$ cat config.mk
export PLATFORM = sky130hd
export DESIGN_NAME = mc_control
export DESIGN_NICKNAME = d
export VERILOG_FILES = /design/src/rtl/mc_control_pkg.sv /design/src/rtl/mc_control_outdec.sv /design/src/rtl/mc_control.sv
export SDC_FILE = /design/constraint.sdc
export NUM_CORES = 1
export LEC_CHECK = 0
export ABC_AREA = 1
export ABC_CLOCK_PERIOD_IN_PS = 1500
export BUFFER_PORTS_ARGS = -buffer_cell sky130_fd_sc_hd__buf_2
export CORE_AREA = 2 2 39 41
export CTS_CLUSTER_SIZE = 28
export DETAILED_ROUTE_END_ITERATION = 6
export DIE_AREA = 0 0 41 43
export PLACE_DENSITY = 0.7
export RECOVER_POWER = 100
export SETUP_SLACK_MARGIN = 0.05
export SLEW_MARGIN = 20
export SYNTH_ARGS = -nofsm -noshare
export SYNTH_HDL_FRONTEND = slang
export SYNTH_SLANG_ARGS = --single-unit
$ cat constraint.sdc
create_clock -name clk -period 1.5 [get_ports clk]
set_input_delay 0.225 -clock clk [delete_from_list [all_inputs] [get_ports clk]]
set_output_delay 0.225 -clock clk [all_outputs]
set_load 0.05 [all_outputs]
$ cat src/rtl/mc_control_pkg.sv
// mc_control_pkg: opcodes, 4-bit state encodings, mux select codes and control bundle for the multicycle MIPS control
package mc_control_pkg;
  localparam logic [5:0] OP_R    = 6'h00;
  localparam logic [5:0] OP_LW   = 6'h23;
  localparam logic [5:0] OP_SW   = 6'h2B;
  localparam logic [5:0] OP_BEQ  = 6'h04;
  localparam logic [5:0] OP_ADDI = 6'h08;
  localparam logic [5:0] OP_J    = 6'h02;
  localparam logic [3:0] S_FETCH  = 4'd0;
  localparam logic [3:0] S_DECODE = 4'd1;
  localparam logic [3:0] S_MEMADR = 4'd2;
  localparam logic [3:0] S_MEMRD  = 4'd3;
  localparam logic [3:0] S_MEMWB  = 4'd4;
  localparam logic [3:0] S_MEMWR  = 4'd5;
  localparam logic [3:0] S_RTEX   = 4'd6;
  localparam logic [3:0] S_RTWB   = 4'd7;
  localparam logic [3:0] S_BEQEX  = 4'd8;
  localparam logic [3:0] S_ADDIEX = 4'd9;
  localparam logic [3:0] S_ADDIWB = 4'd10;
  localparam logic [3:0] S_JEX    = 4'd11;
  localparam logic [1:0] ALU_SRC_B_REG  = 2'd0;
  localparam logic [1:0] ALU_SRC_B_FOUR = 2'd1;
  localparam logic [1:0] ALU_SRC_B_IMM  = 2'd2;
  localparam logic [1:0] ALU_SRC_B_IMM4 = 2'd3;
  localparam logic [1:0] PC_SRC_ALU     = 2'd0;
  localparam logic [1:0] PC_SRC_ALUOUT  = 2'd1;
  localparam logic [1:0] PC_SRC_JUMP    = 2'd2;
  localparam logic [1:0] ALU_OP_ADD     = 2'd0;
  localparam logic [1:0] ALU_OP_SUB     = 2'd1;
  localparam logic [1:0] ALU_OP_FUNCT   = 2'd2;
  typedef struct packed {
    logic       pc_write;
    logic       pc_write_cond;
    logic       i_or_d;
    logic       mem_read;
    logic       mem_write;
    logic       ir_write;
    logic       mem_to_reg;
    logic       reg_dst;
    logic       reg_write;
    logic       alu_src_a;
    logic [1:0] alu_src_b;
    logic [1:0] alu_op;
    logic [1:0] pc_source;
    logic       illegal_op;
  } ctrl_t;
  function automatic logic op_legal(input logic [5:0] op);
    return op == OP_R || op == OP_LW || op == OP_SW || op == OP_BEQ || op == OP_ADDI || op == OP_J;
  endfunction
endpackage

$ cat src/rtl/mc_control_outdec.sv
// mc_control_outdec: state (+ memory ready in FETCH) to datapath control signals; unused encodings give all-zero
module mc_control_outdec
  import mc_control_pkg::*;
(
  input  logic [3:0] i_state,
  input  logic       i_ready,
  input  logic       i_bad_op,
  output ctrl_t      o_ctrl
);
  logic w_fetch, w_decode, w_memadr, w_memrd, w_memwb, w_memwr;
  logic w_rtex, w_rtwb, w_beqex, w_addiex, w_addiwb, w_jex;
  assign w_fetch  = i_state == S_FETCH;
  assign w_decode = i_state == S_DECODE;
  assign w_memadr = i_state == S_MEMADR;
  assign w_memrd  = i_state == S_MEMRD;
  assign w_memwb  = i_state == S_MEMWB;
  assign w_memwr  = i_state == S_MEMWR;
  assign w_rtex   = i_state == S_RTEX;
  assign w_rtwb   = i_state == S_RTWB;
  assign w_beqex  = i_state == S_BEQEX;
  assign w_addiex = i_state == S_ADDIEX;
  assign w_addiwb = i_state == S_ADDIWB;
  assign w_jex    = i_state == S_JEX;
  always_comb begin
    o_ctrl.pc_write      = (w_fetch & i_ready) | w_jex;
    o_ctrl.pc_write_cond = w_beqex;
    o_ctrl.i_or_d        = w_memrd | w_memwr;
    o_ctrl.mem_read      = w_fetch | w_memrd;
    o_ctrl.mem_write     = w_memwr;
    o_ctrl.ir_write      = w_fetch & i_ready;
    o_ctrl.mem_to_reg    = w_memwb;
    o_ctrl.reg_dst       = w_rtwb;
    o_ctrl.reg_write     = w_memwb | w_rtwb | w_addiwb;
    o_ctrl.alu_src_a     = w_memadr | w_rtex | w_beqex | w_addiex;
    o_ctrl.alu_src_b     = w_fetch ? ALU_SRC_B_FOUR : w_decode ? ALU_SRC_B_IMM4 :
                           (w_memadr | w_addiex) ? ALU_SRC_B_IMM : ALU_SRC_B_REG;
    o_ctrl.alu_op        = w_rtex ? ALU_OP_FUNCT : w_beqex ? ALU_OP_SUB : ALU_OP_ADD;
    o_ctrl.pc_source     = w_beqex ? PC_SRC_ALUOUT : w_jex ? PC_SRC_JUMP : PC_SRC_ALU;
    o_ctrl.illegal_op    = w_decode & i_bad_op;
  end
endmodule

$ cat src/rtl/mc_control.sv
// mc_control: multicycle MIPS main control FSM sequencing fetch/decode/execute/mem/writeback
module mc_control
  import mc_control_pkg::*;
#(
  parameter bit MEM_HANDSHAKE = 1'b1
) (
  input  logic       clk,
  input  logic       rst_n,
  input  logic [5:0] op,
  input  logic       zero,
  input  logic       mem_ready,
  output logic       pc_write,
  output logic       pc_write_cond,
  output logic       i_or_d,
  output logic       mem_read,
  output logic       mem_write,
  output logic       ir_write,
  output logic       mem_to_reg,
  output logic       reg_dst,
  output logic       reg_write,
  output logic       alu_src_a,
  output logic [1:0] alu_src_b,
  output logic [1:0] alu_op,
  output logic [1:0] pc_source,
  output logic       illegal_op
);
  logic [3:0] r_state, w_next;
  logic       w_rdy, w_unused;
  ctrl_t      w_ctrl;
  assign w_rdy = MEM_HANDSHAKE ? mem_ready : 1'b1;
  // the branch is qualified by zero in the datapath via pc_write_cond
  assign w_unused = zero;
  always_comb begin
    case (r_state)
      S_FETCH:  w_next = w_rdy ? S_DECODE : S_FETCH;
      S_DECODE: w_next = (op == OP_LW || op == OP_SW) ? S_MEMADR : op == OP_R ? S_RTEX :
                         op == OP_BEQ ? S_BEQEX : op == OP_ADDI ? S_ADDIEX : op == OP_J ? S_JEX : S_FETCH;
      S_MEMADR: w_next = op == OP_LW ? S_MEMRD : S_MEMWR;
      S_MEMRD:  w_next = w_rdy ? S_MEMWB : S_MEMRD;
      S_MEMWR:  w_next = w_rdy ? S_FETCH : S_MEMWR;
      S_RTEX:   w_next = S_RTWB;
      S_ADDIEX: w_next = S_ADDIWB;
      default:  w_next = S_FETCH;
    endcase
  end
  always_ff @(posedge clk or negedge rst_n)
    if (!rst_n) r_state <= S_FETCH;
    else r_state <= w_next;
  mc_control_outdec u_outdec (
    .i_state  (r_state),
    .i_ready  (w_rdy),
    .i_bad_op (!op_legal(op)),
    .o_ctrl   (w_ctrl)
  );
  assign pc_write      = w_ctrl.pc_write;
  assign pc_write_cond = w_ctrl.pc_write_cond;
  assign i_or_d        = w_ctrl.i_or_d;
  assign mem_read      = w_ctrl.mem_read;
  assign mem_write     = w_ctrl.mem_write;
  assign ir_write      = w_ctrl.ir_write;
  assign mem_to_reg    = w_ctrl.mem_to_reg;
  assign reg_dst       = w_ctrl.reg_dst;
  assign reg_write     = w_ctrl.reg_write;
  assign alu_src_a     = w_ctrl.alu_src_a;
  assign alu_src_b     = w_ctrl.alu_src_b;
  assign alu_op        = w_ctrl.alu_op;
  assign pc_source     = w_ctrl.pc_source;
  assign illegal_op    = w_ctrl.illegal_op;
endmodule

## Word-level counts from Yosys, hierarchy flattened

Cells that the tools add are included.

| operators by class | value |
|---|---|
| eq/ne operators | 16 |
| multiplexer cells | 17 |
| bitwise operators | 11 |
| reduce and logical (&&, ||, !) cells | 9 |

Operator list:

| cell | count |
|---|---|
| 4-bit case mux with 7 select lines | 1 |
| 4-bit two-way mux | 5 |
| 4-bit by 3-bit == test with 1-bit output (second input constant) | 4 |
| 4-bit == test (second input constant) | 4 |
| 6-bit == test (second input constant) | 2 |
| 2-bit two-way mux | 6 |
| 3-bit two-way mux | 3 |
| 1-bit OR | 9 |
| 4-bit by 2-bit == test with 1-bit output (second input constant) | 2 |
| 6-bit by 2-bit == test with 1-bit output (second input constant) | 1 |
| 6-bit by 3-bit == test with 1-bit output (second input constant) | 1 |
| 6-bit by 4-bit == test with 1-bit output (second input constant) | 1 |
| 6-bit zero test | 1 |
| 1-bit logical OR | 6 |
| 4-bit by 1-bit == test with 1-bit output (second input constant) | 1 |
| 4-bit zero test | 1 |
| 1-bit AND | 2 |
| 1-bit two-way mux | 2 |
| 1-bit zero test | 1 |

| storage, ports and cells | value |
|---|---|
| register bits | 4 |

## Depth between registers and ports, before layout

Gate-level depths: netlist (run 1).

| depth | value |
|---|---|
| depth in word-level cells | 8 |
| depth in mapped cells | 7 |

## Cells and area by module

A second synthesis (run 1) with hierarchy kept.

| second synthesis, totals | value |
|---|---|
| cell total of the unflattened synthesis | 115 |
| area total of the unflattened synthesis | 618.1 µm² |

By module, submodules not included:

| module | times used | cells each | area each (µm²) |
|---|---|---|---|
| mc_control | 1 | 68 | 394.1 |
| mc_control_outdec | 1 | 47 | 224.0 |

## Worst setup path after synthesis (run 1)

No wires, ideal clock.

| timing | value |
|---|---|
| path type | register -> output |
| start | register r_state[2] |
| end | output port i_or_d |
| data arrival time | 1733 ps |
| data required time | 1275 ps |
| setup slack | -458 ps |
| stages on the path, launching flop included | 5 |
| path buffers | 0 |
| cells stage by stage | dfrtp_1 > inv_2 > nor2_4 > inv_1 > o21ai_0 |

| on the way | value |
|---|---|
| longest elaborated chain between the ends | 2 |
| elaborated cells between the ends (all ways) | 3 |

Ends and longest elaborated chain:

| element | RTL line | RTL |
|---|---|---|
| start: declaration | mc_control.sv:27 | `logic [3:0] r_state, w_next;` |
| start signal: assignment | mc_control.sv:48 | `else r_state <= w_next;` |
| 4-bit by 2-bit == test with 1-bit output / 4-bit by 3-bit == test with 1-bit output (equally long branches) | mc_control_outdec.sv:15, mc_control_outdec.sv:17 |  |
| 1-bit OR (*) | mc_control_outdec.sv:27 | `o_ctrl.i_or_d = w_memrd \| w_memwr;` |
| end: declaration | mc_control.sv:14 | `output logic i_or_d,` |

Every way passes the cells marked *; elsewhere a longest branch is shown, timed or not.

## Worst setup path after layout (run 1)

| timing | value |
|---|---|
| start | register r_state[3] |
| end | output port illegal_op |

| on the way | value |
|---|---|
| longest elaborated chain between the ends | 2 |

Ends and longest elaborated chain:

| element | RTL line | RTL |
|---|---|---|
| 4-bit by 1-bit == test with 1-bit output | mc_control_outdec.sv:13 | `assign w_decode = i_state == S_DECODE;` |
| 1-bit AND | mc_control_outdec.sv:39 | `o_ctrl.illegal_op = w_decode & i_bad_op;` |
| end: declaration | mc_control.sv:25 | `output logic illegal_op` |

No other way between the ends.

==> results of run 1 <==
where the power goes:
part | internal, W | switching, W
Sequential | 0.000126 | 0.0000340
Combinational | 0.000309 | 0.000490
Clock | 0.0000897 | 0.0000469
Total | 0.000524 | 0.000571
worst max-delay path, stage by stage, from the launching register on:
cell and delay [ps]:
dfrtp_2 430, nor2_4 190, inv_4 70, nor2_8 100, nand3_4 70, nor2_4 90
buf_8 150
Yosys cell counts, drive strengths merged:
| library cell | instances | area, um^2 |
|---|---|---|
| nand2 | 30 | 120.1 |
| inv | 23 | 88.84 |
| o21ai | 3 | 15.01 |
| dfrtp | 4 | 100.1 |
| buf | 2 | 15.01 |
| nand3 | 13 | 70.07 |
| nor2 | 25 | 127.6 |
| o211ai | 1 | 12.51 |
how the worst max path moves through the flow:
| stage | to | startpoint | depth (start not counted) | slack [ps] |
|---|---|---|---|---|
| global route | illegal_op | r_state[3] | 6 | -130 |
| finish | illegal_op | r_state[3] | 6 | -70 |
| floorplan | i_or_d | r_state[2] | 4 | -80 |
| global placement | alu_src_a | r_state[1] | 4 | 50 |
| CTS | illegal_op | r_state[2] | 6 | -70 |
| detailed placement | alu_src_a | r_state[1] | 4 | 50 |
layer usage:
layer,vias up,wire (um),part of all wire [%],track usage (%)
li1,371,-,-,-
met1,345,598,35,17.38
met2,29,993,58,36.25
met3,4,75,4.4,1.571
met4,0,34,2.0,4.000
met5,-,0,0,0
metrics by stage:
stage / std cells / utilization (%)
after CTS: 150 / 64.38
after global placement: 143 / 52.17
final: 152 / 71.52
after global routing: 152 / 71.52
after detailed placement: 143 / 52.17
after floorplan: 101 / -
area by class of cell:
| class | count | area share (%) |
|---|---|---|
| sequential | 4 | 10.62 |
| tap | 16 | 2.023 |
| multi-input combinational | 72 | 43.87 |
| inverter | 23 | 9.355 |
| timing repair buffer | 34 | 31.86 |
| clock buffer | 3 | 2.276 |
cells by family after synthesis:
group                  after synthesis
AND/OR/NAND/NOR                     68
buffers and inverters               25
AO/OA/AOI/OAI                        4
flip-flops                           4
repair_timing:
item | 4_1_cts | 5_1_grt
gates resized for setup | 43 | 23
setup buffers | 3 | 2
endpoints found under the setup margin | 17 | 17
pin swaps | 5 | 4
hold buffers | 1 | 0
endpoints found under the hold margin | 4 | 0
==> run_results.csv, run 1 <==
group,metric,value,unit
placed_design,post_dp_cell_area,721.9,um^2
run,max_cap_viol_count,0,
final_layout,final_common_cell,"nand2_1",
grt,antenna_found_initial,0,
timing,slew_violations,0,
placed_design,place_congestion,0.7535,
floorplanning,die_w,41,um
power_and_ir_drop,fin_total_pwr,0.001095,W
synthesis,synth_xor_area_share,0,%
final_layout,seq_area,105.1,um^2
timing,final.setup.tns,-445.7,ps
drt,ant_nets,0,
synthesis,ys_ff_latch,4,
synthesis,synth_adder_area_share,0,%
final_layout,regMostFlops,"r_state",
grt,grt_max_degree,7,
power_and_ir_drop,leakagePower,0.5616,nW
timing,hold_viol_final,0,
floorplanning,initial_utilization,39.69,%
final_layout,drive_above_1_share,52.21,%
clock_network,cts_buffers,3,
worst_setup_path,cp.arrival,1340,ps
power_and_ir_drop,ir_drop,0.5419,mV
synthesis,synth_top_family_by_area,"simple AND/OR/NAND/NOR gates",
grt,grt_pass1_vias,639,
synthesis,yosys_warnings,0,
worst_setup_path,crit_type,"reg2out",
synthesis,muxShareOfSynthArea,0,%
final_layout,nets,148,
drt,vias,749,
timing,rsz0062_at_grt,"yes",
timing,post-route-min-period,1568,ps
worst_setup_path,crit_fanout,3,
grt,grtUsageTotal,17.98,%
clock_network,insertion_delay,240,ps
floorplanning,dieArea,1763,um^2
timing,timing.final.ws_setup,-67.97,ps
worst_setup_path,cp_data_required_time,1270,ps
grt,grt_pass1_wl,2277,um
final_layout,area_growth,80.18,%
clock_network,cts-root-buf,"clkbuf_4",
grt,overflow,0,
status,status,"finished with violations",
timing,fin_crit_sh,104.5,%
timing,hold-worst-slack,358.7,ps
clock_network,cts.sink_count,4,
synthesis,synth_compound_area_share,5.011,%
placed_design,post-place-ws,53.30,ps
drt,drt_wl_total,1701,um
placed_design,port_buffers,25,
worst_setup_path,start_kind,"register",
status,violations,"negative setup slack",
placed_design,hpwl,1077,um
worst_setup_path,end_kind,"output pin",
synthesis,seq_area_frac_synth,18.22,%
clock_network,cts_tree,"done",
drt,dr.pass1.iters,4,
worst_setup_path,rr_endpoint,"r_state[0]",
timing,skew,4.754,ps
final_layout,fillers,115,
drt,wl_per_cell,11.19,um
timing,worstMarginPinSlew,278.8,ps
final_layout,final_area,989.7,um^2
timing,setup_violations,10,
floorplanning,io_pins,27,
timing,slew_headroom,81.34,%
final_layout,multi_input_area,434.2,um^2
final_layout,largest_reg_flops,4,
clock_network,htreeDepth,1,
worst_setup_path,r2r-start,"r_state[1]",
final_layout,top_regs,"r_state x4",
synthesis,syn_area_per_cell,5.438,um^2
synthesis,syn-cell-area,549.3,um^2
power_and_ir_drop,cellPowerDensity,1107,nW/um^2
drt,drc,0,
worst_setup_path,r2r_slack,230,ps
floorplanning,core,1384,um^2
floorplanning,die_y,43,um
final_layout,mostFrequentLayoutCells,"nand2_1, nor2_1, inv_1",
final_layout,antenna_cells,0,
drt,drt_iter0_drc,19,
drt,vias_per_cell,4.928,
worst_setup_path,rr_worst_depth,6,
clock_network,clk_pin_slew,40,ps
synthesis,synthSimpleGateAreaFrac,57.86,%
synthesis,synth_cell_types,16,
floorplanning,num_rows,14,
synthesis,syn_nets,111,
synthesis,synth_cells,101,
worst_hold_path,min_path_type,"in2async",
clock_network,cts.path.max_buffers,2,
timing,timing.fmax,637.8,MHz
Note: power is estimated with default switching activity, not from simulation.
==> inputs of run 2 (changes only) <==
- ABC_AREA: 1 -> not set
- PLACE_DENSITY: 0.7 -> 0.68
==> run 2 against run 1 <==
  * The flow still finishes with violations (negative setup slack)
  * Register-to-register slack got worse by 210 ps
  * Combinational power rose by 8.5%
  * Synthesized area fell by 5.2%
  * Clock-buffer cell count did not move
  * Cell count fell by 7.2%
  * Largest cell class unchanged
  * Worst setup slack got worse by 140 ps
  * Critical endpoint is now reg_write
  * Design area rose by 30%
  * Flip-flop and latch count did not move
==> run_results.csv, run 2 <==
group,metric,value,unit
clock_network,cts-root-buf,"clkbuf_4",
grt,grt_pass1_wl,3160,um
final_layout,antenna_cells,0,
worst_setup_path,cp_data_required_time,1270,ps
power_and_ir_drop,leakagePower,0.5466,nW
clock_network,insertion_delay,240,ps
timing,setup_violations,17,
floorplanning,dieArea,1763,um^2
power_and_ir_drop,pwr-share-seq,12.2,%
floorplanning,die_w,41,um
clock_network,cts_tree,"done",
final_layout,top_regs,"r_state x4",
power_and_ir_drop,power.switching,0.0005458,W
power_and_ir_drop,p_int,0.0005976,W
synthesis,synthSimpleGateAreaFrac,44.71,%
synthesis,synthTopCellsByCount,"nor2_1, nor3_1, and3_1",
floorplanning,initial_utilization,37.61,%
final_layout,mostFrequentLayoutCells,"buf_6, buf_4, nor2_4",
floorplanning,die_y,43,um
worst_setup_path,start_kind,"register",
drt,dr.pass1.iters,4,
placed_design,post-place-ws,-254.4,ps
synthesis,synth_cells,73,
worst_hold_path,min_path_type,"in2reg",
final_layout,area_growth,147.6,%
final_layout,fillers,47,
synthesis,dominantRegCellSynth,"dfrtp_1",
synthesis,synth-edff-count,0,
power_and_ir_drop,cellPowerDensity,887.2,nW/um^2
timing,worstMarginPinSlew,309.0,ps
drt,wl_per_cell,19.13,um
worst_setup_path,path_cells,"buf_12 > nand2b_4 > mux2i_2 > a21o_4 > buf_8",
clock_network,cts.sink_count,4,
worst_setup_path,cpPeakStageDelay,420,ps
final_layout,largest_reg_flops,4,
synthesis,synthTopCellsByArea,"dfrtp_1, nor2_1, nor3_1",
grt,grtUsageTotal,25.40,%
drt,drt_wl_total,2698,um
timing,slew_headroom,79.18,%
synthesis,synth_top_family_by_area,"simple AND/OR/NAND/NOR gates",
drt,wl_met1,1111,um
drt,drt_iter0_drc,25,
timing,post-route-min-period,1708,ps
worst_setup_path,critical_path_buf_inv_count,2,
placed_design,placed_cells,125,
run,max_cap_viol_count,0,
clock_network,clk_pin_slew,40,ps
drt,dr_wl_met3,125,um
timing,hold-worst-slack,350.8,ps
clock_network,cts.path.max_buffers,2,
grt,grt_pass1_vias,730,
placed_design,hpwl,1264,um
worst_setup_path,cp.arrival,1480,ps
clock_network,cts_buffers,3,
worst_setup_path,end_kind,"output pin",
power_and_ir_drop,combPwrFrac,75.8,%
floorplanning,core,1384,um^2
synthesis,synth_compound_area_share,23.56,%
timing,rsz0062_at_grt,"yes",
drt,drc,0,
placed_design,port_buffers,25,
floorplanning,io_pins,27,
synthesis,synth_xor_area_share,3.365,%
power_and_ir_drop,ir_drop,0.7863,mV
power_and_ir_drop,p_sw_share,47.73,%
status,violations,"negative setup slack",
final_layout,drive_above_1_share,72.00,%
placed_design,place_congestion,0.7717,
synthesis,muxShareOfSynthArea,1.923,%
grt,overflow,0,
synthesis,yosysMostFrequentCell,"nor2_1",
timing,timing.final.ws_setup,-208.0,ps
floorplanning,num_rows,14,
timing,slew_violations,0,
grt,grt_max_degree,12,
worst_setup_path,crit_fanout,8,
synthesis,syn_nets,83,
status,status,"finished with violations",
synthesis,async_reset_ff_share,100.0,%
drt,vias_per_cell,6.064,
drt,ant_nets,0,
synthesis,ys_ff_latch,4,
drt,vias,855,
synthesis,synth_cell_types,32,
clock_network,htreeDepth,1,
worst_setup_path,crit_type,"reg2out",
synthesis,seq_area_frac_synth,19.23,%
worst_setup_path,crit_family,"flip-flops",
timing,hold_viol_final,0,
synthesis,syn_area_per_cell,7.130,um^2
worst_setup_path,crit_slowest_cell,"dfrtp_1",
synthesis,synth_top_area_share,19.23,%
final_layout,stdcell_count,141,
timing,timing.fmax,585.5,MHz
final_layout,nets,137,
power_and_ir_drop,clockPowerShare,12.0,%
synthesis,synth_adder_area_share,0,%
timing,fin_crit_sh,113.9,%
drt,routed.top_layer,"met4",
power_and_ir_drop,fin_total_pwr,0.001143,W
synthesis,synth_largest_area_cell,"dfrtp_1",
synthesis,yosys_warnings,0,
timing,skew,8.624,ps
final_layout,regMostFlops,"r_state",
drt,dr_wl_met2,1388,um
grt,antenna_found_initial,0,
synthesis,syn-cell-area,520.5,um^2
-- run 2: changes by cell type in the layout (fill, tap and decap cells not counted), sizes merged, moves of 4 or more --
cell	before	now
nand2b	0	4
nor2	25	10
nand3	13	1
nor3	0	7
nand2	30	3
inv	22	1
buf	32	53
and3	0	6
-- run 2: cell families after synthesis --
logic type | count (synthesis)
flops | 4
buf+inv | 8
xor+xnor | 2
compound gates | 17
simple gates | 41
mux | 1
-- run 2: path summary, 6_finish.rpt --
| path | start | end | slack (ps) | depth (start not counted) |
|---|---|---|---|---|
| max | r_state[3] | reg_write | -210 | 5 |
| min | op[3] | r_state[2] | 350 | 3 |
| max reg2reg | r_state[1] | r_state[2] | 20 | 6 |
| min reg2reg | r_state[2] | r_state[3] | 730 | 2 |
| max in group asynchronous | rst_n | r_state[1] | 950 | 2 |
| min in group asynchronous | rst_n | r_state[0] | 360 | 2 |
-- run 2: layout make-up --
cell class	count	area [um^2]	area share (%)
inverter	1	3.754	0.2913
sequential	4	100.1	7.767
tap	16	20.02	1.553
clock buffer	3	22.52	1.748
timing repair buffer	56	534.3	41.46
multi-input combinational	61	608.1	47.18
-- run 2: worst register-to-register path: cells and delay by family, from the launching register on --
| kind | cells | cell delay (ps) |
|---|---|---|
| AO/OA/AOI/OAI | 2 | 330 |
| flip-flops | 1 | 420 |
| buffers and inverters | 3 | 390 |
| AND/OR/NAND/NOR | 1 | 180 |
-- run 2: power by group through the flow --
stage	sequential (W)	combinational [W]	clock, W
finish	0.000139	0.000867	0.000137
global route	0.000140	0.000900	0.000145
CTS	0.000135	0.000756	0.000141
detailed placement	0.000134	0.000577	0
global placement	0.000134	0.000571	0
floorplan	0.000135	0.000413	0
-- run 2: through the flow --
stage	util (%)	TNS, ps	cell area, um^2
2_1_floorplan	-	-596.9	649.4
3_3_place_gp	63.65	-243.3	880.8
3_5_place_dp	63.65	-254.4	880.8
4_1_cts	84.45	-971.7	1169
5_1_grt	93.13	-2721	1289
6_report	93.13	-1948	1289
-- run 2: repair_timing --
| action | 4_1_cts | 5_1_grt |
|---|---|---|
| pin swaps | 7 | 7 |
| setup endpoints to repair | 17 | 19 |
| hold endpoints to repair | 4 | 0 |
| setup buffers | 7 | 4 |
| cloned | 0 | 1 |
| gates resized for setup | 55 | 22 |
| hold buffers | 1 | 0 |
-- run 2: layer usage --
layer	up-vias	global-route usage [%]
li1	392	-
met1	419	30.62
met2	38	46.25
met3	6	5.236
met4	0	0
met5	-	0
